<file path="config.mk">
export PLATFORM = sky130hd
export DESIGN_NAME = fifo_to_mem_nq_flat
export DESIGN_NICKNAME = d
export VERILOG_FILES = /design/src/rtl/fifo_to_mem_nq_pkg.sv /design/src/rtl/fifo_to_mem_nq_if.sv /design/src/rtl/fifo_to_mem_nq_qptr.sv /design/src/rtl/fifo_to_mem_nq.sv /design/src/flat_wrapper.sv
export SDC_FILE = /design/constraint.sdc
export NUM_CORES = 1
export LEC_CHECK = 0
export CAP_MARGIN = 5
export CELL_PAD_IN_SITES_DETAIL_PLACEMENT = 1
export CELL_PAD_IN_SITES_GLOBAL_PLACEMENT = 2
export CORE_MARGIN = 2
export CORE_UTILIZATION = 29
export CTS_CLUSTER_DIAMETER = 40
export DETAILED_ROUTE_END_ITERATION = 10
export GPL_TIMING_DRIVEN = 0
export PLACE_DENSITY_LB_ADDON = 0.1
export SLEW_MARGIN = 20
export SYNTH_ARGS = -nofsm -noshare
export SYNTH_HDL_FRONTEND = slang
export SYNTH_SLANG_ARGS = --single-unit
export TNS_END_PERCENT = 30
</file>
<file path="constraint.sdc">
create_clock -name clk -period 5.2 [get_ports clk]
set_input_delay 0.78 -clock clk [delete_from_list [all_inputs] [get_ports clk]]
set_output_delay 0.78 -clock clk [all_outputs]
set_load 0.005 [all_outputs]
</file>
<file path="src/rtl/fifo_to_mem_nq_pkg.sv">
// rtl/fifo_to_mem_nq_pkg.sv - shared types and parameter helpers for the multi-queue FIFO-to-QDR writer
package fifo_to_mem_nq_pkg;

  // Entry sequencing: IDLE decides on the FIFO head, BEAT walks the remaining beats of one entry
  typedef enum logic {
    ST_IDLE = 1'b0,
    ST_BEAT = 1'b1
  } state_t;

  // Ceiling log2, never below 1 so single-element selects still get a bit
  function automatic int f_log2(input int n);
    int r;
    r = 0;
    for (int i = 0; i < 31; i++) begin
      if ((1 << i) < n) r = i + 1;
    end
    return (r < 1) ? 1 : r;
  endfunction

  // Memory beats (dwl/dwh pairs) carried by one FIFO entry
  function automatic int f_beats(input int fifo_w, input int mem_w);
    return fifo_w / (2 * mem_w);
  endfunction

  // Beats sharing one memory address
  function automatic int f_bpa(input int burst_len);
    return burst_len / 2;
  endfunction

endpackage

</file>
<file path="src/rtl/fifo_to_mem_nq_if.sv">
// rtl/fifo_to_mem_nq_if.sv - FIFO pop side and QDR write side of the writer
interface fifo_to_mem_nq_if #(
  parameter int FIFO_DATA_WIDTH = 144,
  parameter int QW              = 2,
  parameter int MEM_ADDR_WIDTH  = 19,
  parameter int MEM_DATA_WIDTH  = 36
);
  logic                        fifo_rd_en;
  logic [FIFO_DATA_WIDTH-1:0]  fifo_data;
  logic [QW-1:0]               fifo_qid;
  logic                        fifo_empty;
  logic                        mem_wr_full;
  logic                        mem_ad_w_n;
  logic                        mem_d_w_n;
  logic [MEM_ADDR_WIDTH-1:0]   mem_ad_wr;
  logic [MEM_DATA_WIDTH/9-1:0] mem_bwh_n;
  logic [MEM_DATA_WIDTH/9-1:0] mem_bwl_n;
  logic [MEM_DATA_WIDTH-1:0]   mem_dwl;
  logic [MEM_DATA_WIDTH-1:0]   mem_dwh;

  modport master (
    output fifo_rd_en, mem_ad_w_n, mem_d_w_n, mem_ad_wr, mem_bwh_n, mem_bwl_n, mem_dwl, mem_dwh,
    input  fifo_data, fifo_qid, fifo_empty, mem_wr_full
  );

  modport slave (
    input  fifo_rd_en, mem_ad_w_n, mem_d_w_n, mem_ad_wr, mem_bwh_n, mem_bwl_n, mem_dwl, mem_dwh,
    output fifo_data, fifo_qid, fifo_empty, mem_wr_full
  );
endinterface

</file>
<file path="src/rtl/fifo_to_mem_nq_qptr.sv">
// rtl/fifo_to_mem_nq_qptr.sv - one queue's beat pointer, sticky full flag and entry counter
module fifo_to_mem_nq_qptr #(
  parameter int AW  = 19,
  parameter int PW  = 21,
  parameter int BPA = 1,
  parameter int CW  = 32
) (
  input  logic          clk,
  input  logic          rst,
  input  logic [AW-1:0] ad_low,
  input  logic [AW-1:0] ad_high,
  input  logic          inc,
  input  logic          wrap,
  input  logic          setfull,
  input  logic          cnt_inc,
  output logic [PW-1:0] ptr,
  output logic          at_high,
  output logic          full,
  output logic [CW-1:0] entry_cnt
);
  logic          full_r;
  logic [PW-1:0] lo_b;
  logic [PW-1:0] hi_b;

  // Region bounds in beat units; an empty or inverted region behaves as permanently full
  always_comb begin
    lo_b    = PW'(ad_low) * PW'(BPA);
    hi_b    = PW'(ad_high) * PW'(BPA);
    at_high = (ptr == hi_b);
    full    = full_r | (ad_high <= ad_low);
  end

  // Pointer advance/wrap, sticky full and entry count, driven by strobes from the sequencer
  always_ff @(posedge clk) begin
    if (rst) begin
      ptr       <= lo_b;
      full_r    <= 1'b0;
      entry_cnt <= '0;
    end else begin
      if (wrap)         ptr <= lo_b;
      else if (inc)     ptr <= ptr + 1'b1;
      if (setfull)      full_r <= 1'b1;
      if (cnt_inc)      entry_cnt <= entry_cnt + 1'b1;
    end
  end
endmodule

</file>
<file path="src/rtl/fifo_to_mem_nq.sv">
// rtl/fifo_to_mem_nq.sv - pops tagged FIFO entries and writes them as beats into per-queue regions
module fifo_to_mem_nq
  import fifo_to_mem_nq_pkg::*;
#(
  parameter int FIFO_DATA_WIDTH  = 144,
  parameter int NUM_QUEUES       = 4,
  parameter int MEM_ADDR_WIDTH   = 19,
  parameter int MEM_DATA_WIDTH   = 36,
  parameter int MEM_BURST_LENGTH = 2,
  parameter int CNT_WIDTH        = 32
) (
  input  logic                               clk,
  input  logic                               rst,
  input  logic                               sw_rst,
  input  logic                               cal_done,
  fifo_to_mem_nq_if.master                   bus,
  input  logic [NUM_QUEUES-1:0]              q_enable,
  input  logic [NUM_QUEUES-1:0]              q_wrap,
  input  logic [NUM_QUEUES*MEM_ADDR_WIDTH-1:0] q_ad_low,
  input  logic [NUM_QUEUES*MEM_ADDR_WIDTH-1:0] q_ad_high,
  output logic [NUM_QUEUES-1:0]              q_full,
  output logic [NUM_QUEUES*CNT_WIDTH-1:0]    q_entry_cnt
);
  localparam int QW    = f_log2(NUM_QUEUES);
  localparam int BEATS = f_beats(FIFO_DATA_WIDTH, MEM_DATA_WIDTH);
  localparam int BPA   = f_bpa(MEM_BURST_LENGTH);
  localparam int KW    = f_log2(BEATS);
  localparam int PW    = MEM_ADDR_WIDTH + 2;

  state_t                state;
  logic [KW-1:0]         beat_k;
  logic [QW-1:0]         cur_q;
  logic [PW-1:0]         ptr [NUM_QUEUES];
  logic [NUM_QUEUES-1:0] at_high, full_v, inc_v, wrap_v, setfull_v, cnt_v;
  logic                  go, idle_act, head_ok, head_drop, beat_issue, last_beat;
  logic [QW-1:0]         act_q;
  logic [KW-1:0]         cur_k;
  logic [PW-1:0]         cur_ptr, cur_addr;

  // Head decision, beat issue and per-queue strobes; the pop must be combinational for the FWFT FIFO
  always_comb begin
    go         = cal_done & ~bus.mem_wr_full;
    head_ok    = (int'(bus.fifo_qid) < NUM_QUEUES);
    idle_act   = (state == ST_IDLE) & ~bus.fifo_empty & go;
    head_drop  = ~head_ok | ~q_enable[bus.fifo_qid] | full_v[bus.fifo_qid];
    act_q      = (state == ST_IDLE) ? bus.fifo_qid : cur_q;
    cur_k      = (state == ST_IDLE) ? '0 : beat_k;
    last_beat  = (int'(cur_k) == BEATS - 1);
    beat_issue = (idle_act & ~head_drop & ~at_high[bus.fifo_qid]) | ((state == ST_BEAT) & go);
    cur_ptr    = ptr[act_q];
    cur_addr   = cur_ptr / PW'(BPA);
    inc_v      = '0;
    wrap_v     = '0;
    setfull_v  = '0;
    cnt_v      = '0;
    for (int i = 0; i < NUM_QUEUES; i++) begin
      if (int'(act_q) == i) begin
        inc_v[i]     = beat_issue;
        cnt_v[i]     = beat_issue & last_beat;
        wrap_v[i]    = idle_act & ~head_drop & at_high[i] & q_wrap[i];
        setfull_v[i] = idle_act & ~head_drop & at_high[i] & ~q_wrap[i];
      end
    end
    bus.fifo_rd_en = (idle_act & head_drop) | (beat_issue & last_beat);
  end

  assign bus.mem_bwh_n = '0;
  assign bus.mem_bwl_n = '0;
  assign q_full        = full_v;

  // Entry sequencer with registered memory outputs; strobes only on the first beat of each address
  always_ff @(posedge clk) begin
    if (rst | sw_rst) begin
      state          <= ST_IDLE;
      beat_k         <= '0;
      cur_q          <= '0;
      bus.mem_ad_w_n <= 1'b1;
      bus.mem_d_w_n  <= 1'b1;
      bus.mem_ad_wr  <= '0;
      bus.mem_dwl    <= '0;
      bus.mem_dwh    <= '0;
    end else begin
      bus.mem_ad_w_n <= 1'b1;
      bus.mem_d_w_n  <= 1'b1;
      if (beat_issue) begin
        bus.mem_ad_wr  <= cur_addr[MEM_ADDR_WIDTH-1:0];
        bus.mem_ad_w_n <= ((cur_ptr % PW'(BPA)) != '0);
        bus.mem_d_w_n  <= ((cur_ptr % PW'(BPA)) != '0);
        bus.mem_dwl    <= bus.fifo_data[int'(cur_k)*2*MEM_DATA_WIDTH +: MEM_DATA_WIDTH];
        bus.mem_dwh    <= bus.fifo_data[int'(cur_k)*2*MEM_DATA_WIDTH + MEM_DATA_WIDTH +: MEM_DATA_WIDTH];
      end
      case (state)
        ST_IDLE: begin
          if (idle_act) begin
            cur_q <= bus.fifo_qid;
            if (beat_issue && BEATS > 1) begin
              state  <= ST_BEAT;
              beat_k <= KW'(1);
            end
          end
        end
        ST_BEAT: begin
          if (go) begin
            if (last_beat) begin
              state  <= ST_IDLE;
              beat_k <= '0;
            end else begin
              beat_k <= beat_k + 1'b1;
            end
          end
        end
        default: state <= ST_IDLE;
      endcase
    end
  end

  for (genvar i = 0; i < NUM_QUEUES; i++) begin : g_q
    fifo_to_mem_nq_qptr #(
      .AW (MEM_ADDR_WIDTH),
      .PW (PW),
      .BPA(BPA),
      .CW (CNT_WIDTH)
    ) u_qptr (
      .clk      (clk),
      .rst      (rst | sw_rst),
      .ad_low   (q_ad_low[i*MEM_ADDR_WIDTH +: MEM_ADDR_WIDTH]),
      .ad_high  (q_ad_high[i*MEM_ADDR_WIDTH +: MEM_ADDR_WIDTH]),
      .inc      (inc_v[i]),
      .wrap     (wrap_v[i]),
      .setfull  (setfull_v[i]),
      .cnt_inc  (cnt_v[i]),
      .ptr      (ptr[i]),
      .at_high  (at_high[i]),
      .full     (full_v[i]),
      .entry_cnt(q_entry_cnt[i*CNT_WIDTH +: CNT_WIDTH])
    );
  end
endmodule
</file>
<file path="src/flat_wrapper.sv">
// flat-port wrapper written by rule: the top's interface ports become plain ports
module fifo_to_mem_nq_flat import fifo_to_mem_nq_pkg::*;
#(
  parameter int FIFO_DATA_WIDTH  = 144,
  parameter int NUM_QUEUES       = 4,
  parameter int MEM_ADDR_WIDTH   = 19,
  parameter int MEM_DATA_WIDTH   = 36,
  parameter int MEM_BURST_LENGTH = 2,
  parameter int CNT_WIDTH        = 32
)
  (clk, rst, sw_rst, cal_done, q_enable, q_wrap, q_ad_low, q_ad_high, q_full, q_entry_cnt, bus_fifo_rd_en, bus_mem_ad_w_n, bus_mem_d_w_n, bus_mem_ad_wr, bus_mem_bwh_n, bus_mem_bwl_n, bus_mem_dwl, bus_mem_dwh, bus_fifo_data, bus_fifo_qid, bus_fifo_empty, bus_mem_wr_full);
  fifo_to_mem_nq_if #(.FIFO_DATA_WIDTH(FIFO_DATA_WIDTH), .MEM_ADDR_WIDTH(MEM_ADDR_WIDTH), .MEM_DATA_WIDTH(MEM_DATA_WIDTH)) bus_i ();
  input  logic clk;
  input  logic rst;
  input  logic sw_rst;
  input  logic cal_done;
  input  logic [NUM_QUEUES-1:0] q_enable;
  input  logic [NUM_QUEUES-1:0] q_wrap;
  input  logic [NUM_QUEUES*MEM_ADDR_WIDTH-1:0] q_ad_low;
  input  logic [NUM_QUEUES*MEM_ADDR_WIDTH-1:0] q_ad_high;
  output logic [NUM_QUEUES-1:0] q_full;
  output logic [NUM_QUEUES*CNT_WIDTH-1:0] q_entry_cnt;
  output wire logic [$bits(bus_i.fifo_rd_en)-1:0] bus_fifo_rd_en;
  output wire logic [$bits(bus_i.mem_ad_w_n)-1:0] bus_mem_ad_w_n;
  output wire logic [$bits(bus_i.mem_d_w_n)-1:0] bus_mem_d_w_n;
  output wire logic [$bits(bus_i.mem_ad_wr)-1:0] bus_mem_ad_wr;
  output wire logic [$bits(bus_i.mem_bwh_n)-1:0] bus_mem_bwh_n;
  output wire logic [$bits(bus_i.mem_bwl_n)-1:0] bus_mem_bwl_n;
  output wire logic [$bits(bus_i.mem_dwl)-1:0] bus_mem_dwl;
  output wire logic [$bits(bus_i.mem_dwh)-1:0] bus_mem_dwh;
  input wire logic [$bits(bus_i.fifo_data)-1:0] bus_fifo_data;
  input wire logic [$bits(bus_i.fifo_qid)-1:0] bus_fifo_qid;
  input wire logic [$bits(bus_i.fifo_empty)-1:0] bus_fifo_empty;
  input wire logic [$bits(bus_i.mem_wr_full)-1:0] bus_mem_wr_full;
  assign bus_fifo_rd_en = bus_i.fifo_rd_en;
  assign bus_mem_ad_w_n = bus_i.mem_ad_w_n;
  assign bus_mem_d_w_n = bus_i.mem_d_w_n;
  assign bus_mem_ad_wr = bus_i.mem_ad_wr;
  assign bus_mem_bwh_n = bus_i.mem_bwh_n;
  assign bus_mem_bwl_n = bus_i.mem_bwl_n;
  assign bus_mem_dwl = bus_i.mem_dwl;
  assign bus_mem_dwh = bus_i.mem_dwh;
  assign bus_i.fifo_data = bus_fifo_data;
  assign bus_i.fifo_qid = bus_fifo_qid;
  assign bus_i.fifo_empty = bus_fifo_empty;
  assign bus_i.mem_wr_full = bus_mem_wr_full;
  fifo_to_mem_nq #(.FIFO_DATA_WIDTH(FIFO_DATA_WIDTH), .NUM_QUEUES(NUM_QUEUES), .MEM_ADDR_WIDTH(MEM_ADDR_WIDTH), .MEM_DATA_WIDTH(MEM_DATA_WIDTH), .MEM_BURST_LENGTH(MEM_BURST_LENGTH), .CNT_WIDTH(CNT_WIDTH)) u_core (.clk(clk), .rst(rst), .sw_rst(sw_rst), .cal_done(cal_done), .bus(bus_i), .q_enable(q_enable), .q_wrap(q_wrap), .q_ad_low(q_ad_low), .q_ad_high(q_ad_high), .q_full(q_full), .q_entry_cnt(q_entry_cnt));
endmodule
</file>
# After elaboration in Yosys (flattened, before gate mapping)
# Index checks and enable logic that the tools add are counted.
# totals
regBits	312
wordCells	152
# classes
n_addsub	10
shift	2
muxes	50
n_eq_ne	10
bitwise_logic	39
n_reduce_logical	11
multipliers	1
n_lt_le_gt_ge	6
# op_table
cell	count
$shiftx A144 B32 Y36	2
$mux W19	14
$add A32 B1 Y32 const B	4
$add A21 B1 Y21 const B	4
$eq A21 B19 Y1	4
$le A19 B19 Y1	4
$bmux W21 S2	1
$add A32 B7 Y32 const B	1
$mux W1	29
$and A1 B1 Y1	20
$reduce_bool A3 Y1	4
$not A1 Y1	10
$or A1 B1 Y1	8
$reduce_or A2 Y1	4
$bmux W1 S2	3
$mul A1 B4 Y5 const B	1
$eq A2 B2 Y1 const B	2
$ne A2 B1 Y1 const B	2
$pmux W1 S2	2
$ge A3 B3 Y1 const B	1
$lt A2 B3 Y1 const B	1
$not A2 Y3	1
$reduce_and A3 Y1	1
$eq A2 B1 Y1 const B	1
other kinds (5)	5

# Longest topological paths before layout
# logic_depth
depth_word	13
depth_mapped	14
depth_no_buf	11

# Modules after synthesis
# A second synthesis with hierarchy kept.
# unflattened
cells_unflattened	2345
area_unflattened_um2	19593.8
# by_module_without_submodules
module	cells_each	seq_area_each_um2	instances	area_per_inst_um2
fifo_to_mem_nq_qptr (u_core.g_q[1].u_qptr ...)	406	1271.2	2	3488.3
fifo_to_mem_nq	711	1921.8	1	5616.6
fifo_to_mem_nq_qptr (u_core.g_q[0].u_qptr)	414	1271.2	1	3520.9
fifo_to_mem_nq_qptr (u_core.g_q[3].u_qptr)	408	1271.2	1	3479.6

# Worst setup path before layout
# OpenSTA, ideal clock, no wires.
# synth_timing
kind	input to register
startpoint	in q_ad_low[75]
endpoint	reg u_core.g_q[0].u_qptr.ptr[0] (enable)
t_arrival_ns	3.629
setup_slack_ns	1.172
stages	13
path_buffers	2
path_cell_list	inv_1 -> ha_1 -> nand3_1 -> or3_1 -> a211o_1 -> o211a_1 -> o21ai_0 -> a32o_2 -> nor2_2 -> buf_4 -> o31ai_4 -> buf_4 -> o21bai_1
# synth_via
elab_chain_cells	11
# synth_rtl
element	line_no	rtl
start: declaration	flat_wrapper.sv:19	input logic [NUM_QUEUES*MEM_ADDR_WIDTH-1:0] q_ad_low;
$le A19 B19 Y1 (*)	fifo_to_mem_nq_qptr.sv:30	full = full_r | (ad_high <= ad_low);
$or A1 B1 Y1 (*)	fifo_to_mem_nq_qptr.sv:30	
$bmux W1 S2 (*)	fifo_to_mem_nq.sv:45	head_drop = ~head_ok | ~q_enable[bus.fifo_qid] | full_v[bus.fifo_qid];
$mux W1 (not written as such) (*)	fifo_to_mem_nq.sv:45	
$or A1 B1 Y1 (*)	fifo_to_mem_nq.sv:45	
$not A1 Y1 (*)	fifo_to_mem_nq.sv:49, fifo_to_mem_nq.sv:60	
$and A1 B1 Y1 (*)	fifo_to_mem_nq.sv:49, fifo_to_mem_nq.sv:60	
$and A1 B1 Y1, on equally long branches	fifo_to_mem_nq.sv:49, fifo_to_mem_nq.sv:60	
$or A1 B1 Y1 or $and A1 B1 Y1 (tied branches)	fifo_to_mem_nq.sv:49, fifo_to_mem_nq.sv:60	
$mux W1	fifo_to_mem_nq.sv:57	if (int'(act_q) == i) begin
$reduce_bool A3 Y1 (no source line) (*)	-	
end signal: assignment	fifo_to_mem_nq_qptr.sv:36	ptr <= lo_b;
end signal: assignment	fifo_to_mem_nq_qptr.sv:40	if (wrap) ptr <= lo_b;
end signal: assignment	fifo_to_mem_nq_qptr.sv:41	else if (inc) ptr <= ptr + 1'b1;
end: declaration	fifo_to_mem_nq_qptr.sv:16	output logic [PW-1:0] ptr,
# Every way passes the cells marked *; elsewhere a longest branch is shown, timed or not. The select of a mux whose other input is x is not followed.
# A chain may end at the register's enable or synchronous reset.

# Final worst setup path
# layout_timing
startpoint	in q_ad_low[56]
endpoint	out bus_fifo_rd_en
# layout_via
elab_chain_cells	11
# layout_rtl
element	line_no	rtl
$le A19 B19 Y1 (*)	fifo_to_mem_nq_qptr.sv:30	
$or A1 B1 Y1 (*)	fifo_to_mem_nq_qptr.sv:30	
$bmux W1 S2 (*)	fifo_to_mem_nq.sv:45	
$mux W1 (not written as such) (*)	fifo_to_mem_nq.sv:45	
$or A1 B1 Y1 (*)	fifo_to_mem_nq.sv:45	
$not A1 Y1	fifo_to_mem_nq.sv:49	beat_issue = (idle_act & ~head_drop & ~at_high[bus.fifo_qid]) | ((state == ST_BEAT) & go);
$and A1 B1 Y1 (2 in series)	fifo_to_mem_nq.sv:49	
$or A1 B1 Y1	fifo_to_mem_nq.sv:49	
$and A1 B1 Y1	fifo_to_mem_nq.sv:64	bus.fifo_rd_en = (idle_act & head_drop) | (beat_issue & last_beat);
$or A1 B1 Y1 (*)	fifo_to_mem_nq.sv:64	
end: declaration	flat_wrapper.sv:23	output wire logic [$bits(bus_i.fifo_rd_en)-1:0] bus_fifo_rd_en;
# Marks and branches as above.

==> results by group <==
Route
  • DRC viols: 0
  • Via density: 5.29
  • Initial drt markers: 1170
  • Final wirelength: 91.1 mm
  • Vias: 20400
  • Post-route ant nets: 0
  • Drt wl/cell: 23.7 um
  • Number of detailed-route iterations in the first pass: 5

Placement
  • Setup WS pre-CTS: -1.39 ns
  • Dpl hpwl: 71.2 mm
  • Port buffer count: 536
  • Cell Area, Placed: 26300 um^2
  • Placed Cells: 3689
  • Final RePlAce weighted congestion: 0.887

CTS
  • Clock sink total: 312
  • Num CTS Buffers: 82
  • Worst-skew pair later-pin latency: 0.62 ns
  • Bufs on Longest Clock Path: 3
  • TritonCTS clock tree: yes
  • Clock root buffer: clkbuf_16
  • Reg clk slew, reported paths: 0.05 ns
  • H-tree depth: 3

Synthesis
  • Number of synthesized flops with an enable pin: 76
  • Commonest cells in the netlist: 268 x nand3_1, 236 x dfxtp_1, 211 x nand2_1
  • Post-synthesis cell count: 2270
  • Synth warn: 0
  • Synthesis-stage register bit count: 312
  • Synthesized cell area: 19700 um^2
  • Sequential share of the synthesized area: 0.355
  • Asr flop ratio synth: 0
  • Count leader, synth: nand3_1
  • Synth area leader: dfxtp_1
  • Yosys top cell area share: 0.240
  • Cell variety after synth: 69
  • Syn avg cell area: 8.69 um^2
  • Top cells by area, synth: dfxtp_1 24%, edfxtp_1 12%, xor2_1 7.8%, nand3_1 6.8%, ha_1 5.3%
  • Synth Flop Type: dfxtp_1

Finish
  • Net count, final: 3296
  • Multi-input logic area: 11600 um^2
  • Non-Filler Instances: 3846
  • Layout cells sized above 1: 0.106
  • Final instance area: 29300 um^2
  • Fillers: 7629
  • Register Area: 7010 um^2
  • P&R area growth vs syn: 48.6%

Status
  • Run status: finished clean

Worst setup path
  • Cells on worst reg2reg path: 11
  • Maximum net fanout on the critical path: 8
  • CP arrival: 4.22 ns
  • CP startpoint kind: input port
  • Worst EP required: 4.42 ns
  • FF-to-FF setup slack: 1.05 ns
  • Worst R2R End: u_core.g_q[3].u_qptr.ptr[7]
  • Worst setup EP type: output port
  • Setup CP Type: in2out
  • Reg2reg start: u_core.g_q[0].u_qptr.ptr[7]

Power
  • Sequential share of power: 0.288
  • Logic pwr share: 0.123
  • Static leakage: 10.8 nW
  • Net Sw Frac: 0.266
  • Maximum vdd drop: 0.000192 V
  • Clock share of power: 0.589
  • Int Power: 6.83 mW
  • Psw: 2.47 mW
  • Power Density: 317 nW/um^2

STA
  • Setup-failing EPs final: 0
  • Max Slew Vio Count: 0
  • Worst hold slack: 0.493 ns
  • Skew final: 0.0220 ns
  • Tcrit/Tclk final: 0.962
  • Final WS setup: 0.196 ns
  • Pin slew with the least headroom to its limit: 1.09 ns
  • Tmin final: 5.00 ns
  • Slew headroom: 0.274
  • Maximum clock rate: 200 MHz
  • Final Hold Vio Count: 0
  • Unrepaired setup endpoints after global routing: false

Floorplan
  • Die span in x: 265 um
  • Top-level I/O count: 546
  • Initial Util: 0.293
  • Die Y: 265 um
  • FP Rows: 95
  • Die area: 70100 um^2
  • Core area: 67300 um^2

Min path
  • Hold Crit Depth: 2
  • Sink of the worst hold path: u_core.g_q[0].u_qptr.entry_cnt[31]
  • Hold crit path type: reg2reg
  • HP Start: u_core.g_q[0].u_qptr.entry_cnt[31]

GRT
  • Initial antenna violation count: 8
  • Vias in the first global route: 21500
  • Largest net degree at the start of global routing: 20
  • Grt total ovfl: 0
  • Overall Global Routing Usage: 0.253
  • First-pass GRT wire length: 135 mm

Job
  • Max cap viols: 0
[per-stage QoR]
step,power [mW],util,TNS [ns]
floorplan,3.25,-,0
global placement,3.81,0.390,-94.42
detailed placement,3.84,0.390,-88.84
CTS,9.38,0.435,0
global route,9.61,0.436,0
finish,9.30,0.436,0
[layer usage]
metal  track usage  vias to the layer above  wire length (um)
met5             0                        -                66
met4        0.0835                       10              2700
met3        0.0564                      141              5340
met2         0.420                      577             42700
met1         0.324                    10100             40300
li1              -                     9518                 -
[worst max-delay path, cell delays in order]
cell,delay (ns)
clkdlybuf4s50_1,0.46
inv_1,0.07
ha_1,0.29
and3_1,0.20
nand4_1,0.21
nor4_4,0.36
a41oi_1,0.20
and4b_1,0.25
a32o_2,0.34
or2_4,0.37
or3_1,0.33
a21oi_1,0.15
clkbuf_2,0.19
[cell usage in the layout, fill, tap and decap left out, drive strengths merged, types with 78 or more instances in the layout]
cell type / n
inv: 103
ha: 84
dfxtp: 236
mux2: 81
clkdlybuf4s50: 535
xor2: 176
clkbuf: 181
a31oi: 78
nor2: 166
nand3: 268
nand2: 212
[worst max-delay path by stage]
stage	start	end	slack, ns
detailed placement	q_ad_low[8]	bus_fifo_rd_en	-1.39
CTS	q_ad_low[55]	bus_fifo_rd_en	0.04
finish	q_ad_low[56]	bus_fifo_rd_en	0.20
global route	q_ad_low[56]	bus_fifo_rd_en	0.03
floorplan	q_ad_low[75]	u_core.g_q[0].u_qptr.ptr[0]	1.17
global placement	q_ad_low[6]	bus_fifo_rd_en	-1.31
[power by group through the flow]
stage / clock network [mW] / registers, mW / logic, mW
6_report: 5.47 / 2.68 / 1.15
5_1_grt: 5.68 / 2.68 / 1.24
4_1_cts: 5.56 / 2.67 / 1.14
3_5_place_dp: 0 / 2.72 / 1.13
3_3_place_gp: 0 / 2.72 / 1.10
2_1_floorplan: 0 / 2.68 / 0.570
[cell type report]
| cell class | instances | share of cell area |
|---|---|---|
| Antenna cell | 5 | 0.000427 |
| Buffer | 152 | 0.0278 |
| Clock buffer | 101 | 0.0780 |
| Clock inverter | 51 | 0.0236 |
| Inverter | 99 | 0.0127 |
| Multi-Input combinational cell | 1713 | 0.397 |
| Sequential cell | 312 | 0.239 |
| Tap cell | 873 | 0.0373 |
| Timing Repair Buffer | 540 | 0.185 |
[cells by family after synthesis]
kind of cell    Yosys count  share of synthesized area
simple gates            885                      0.220
compound gates          331                      0.116
flops                   312                      0.355
buf+inv                 252                     0.0604
xor+xnor                247                      0.110
mux                     158                     0.0855
fa+ha+maj                84                     0.0533
other cells               1                   0.000190
[state kept, by name, summed over array words and instances, names as in the netlist, 2 cells and up]
signal,flops
u_core.bus.mem_ad_wr,19
u_core.bus.mem_dwh,36
u_core.bus.mem_dwl,36
u_core.cur_q,2
u_core.g_q.u_qptr.entry_cnt,128
u_core.g_q.u_qptr.full_r,4
u_core.g_q.u_qptr.ptr,84
[repair_timing]
action,CTS,global route
pin swaps,1,3
setup endpoints to repair,34,1
hold buffers,0,0
gates resized for setup,11,5
buffers inserted,0,1
(Power assumes the default switching activity.)
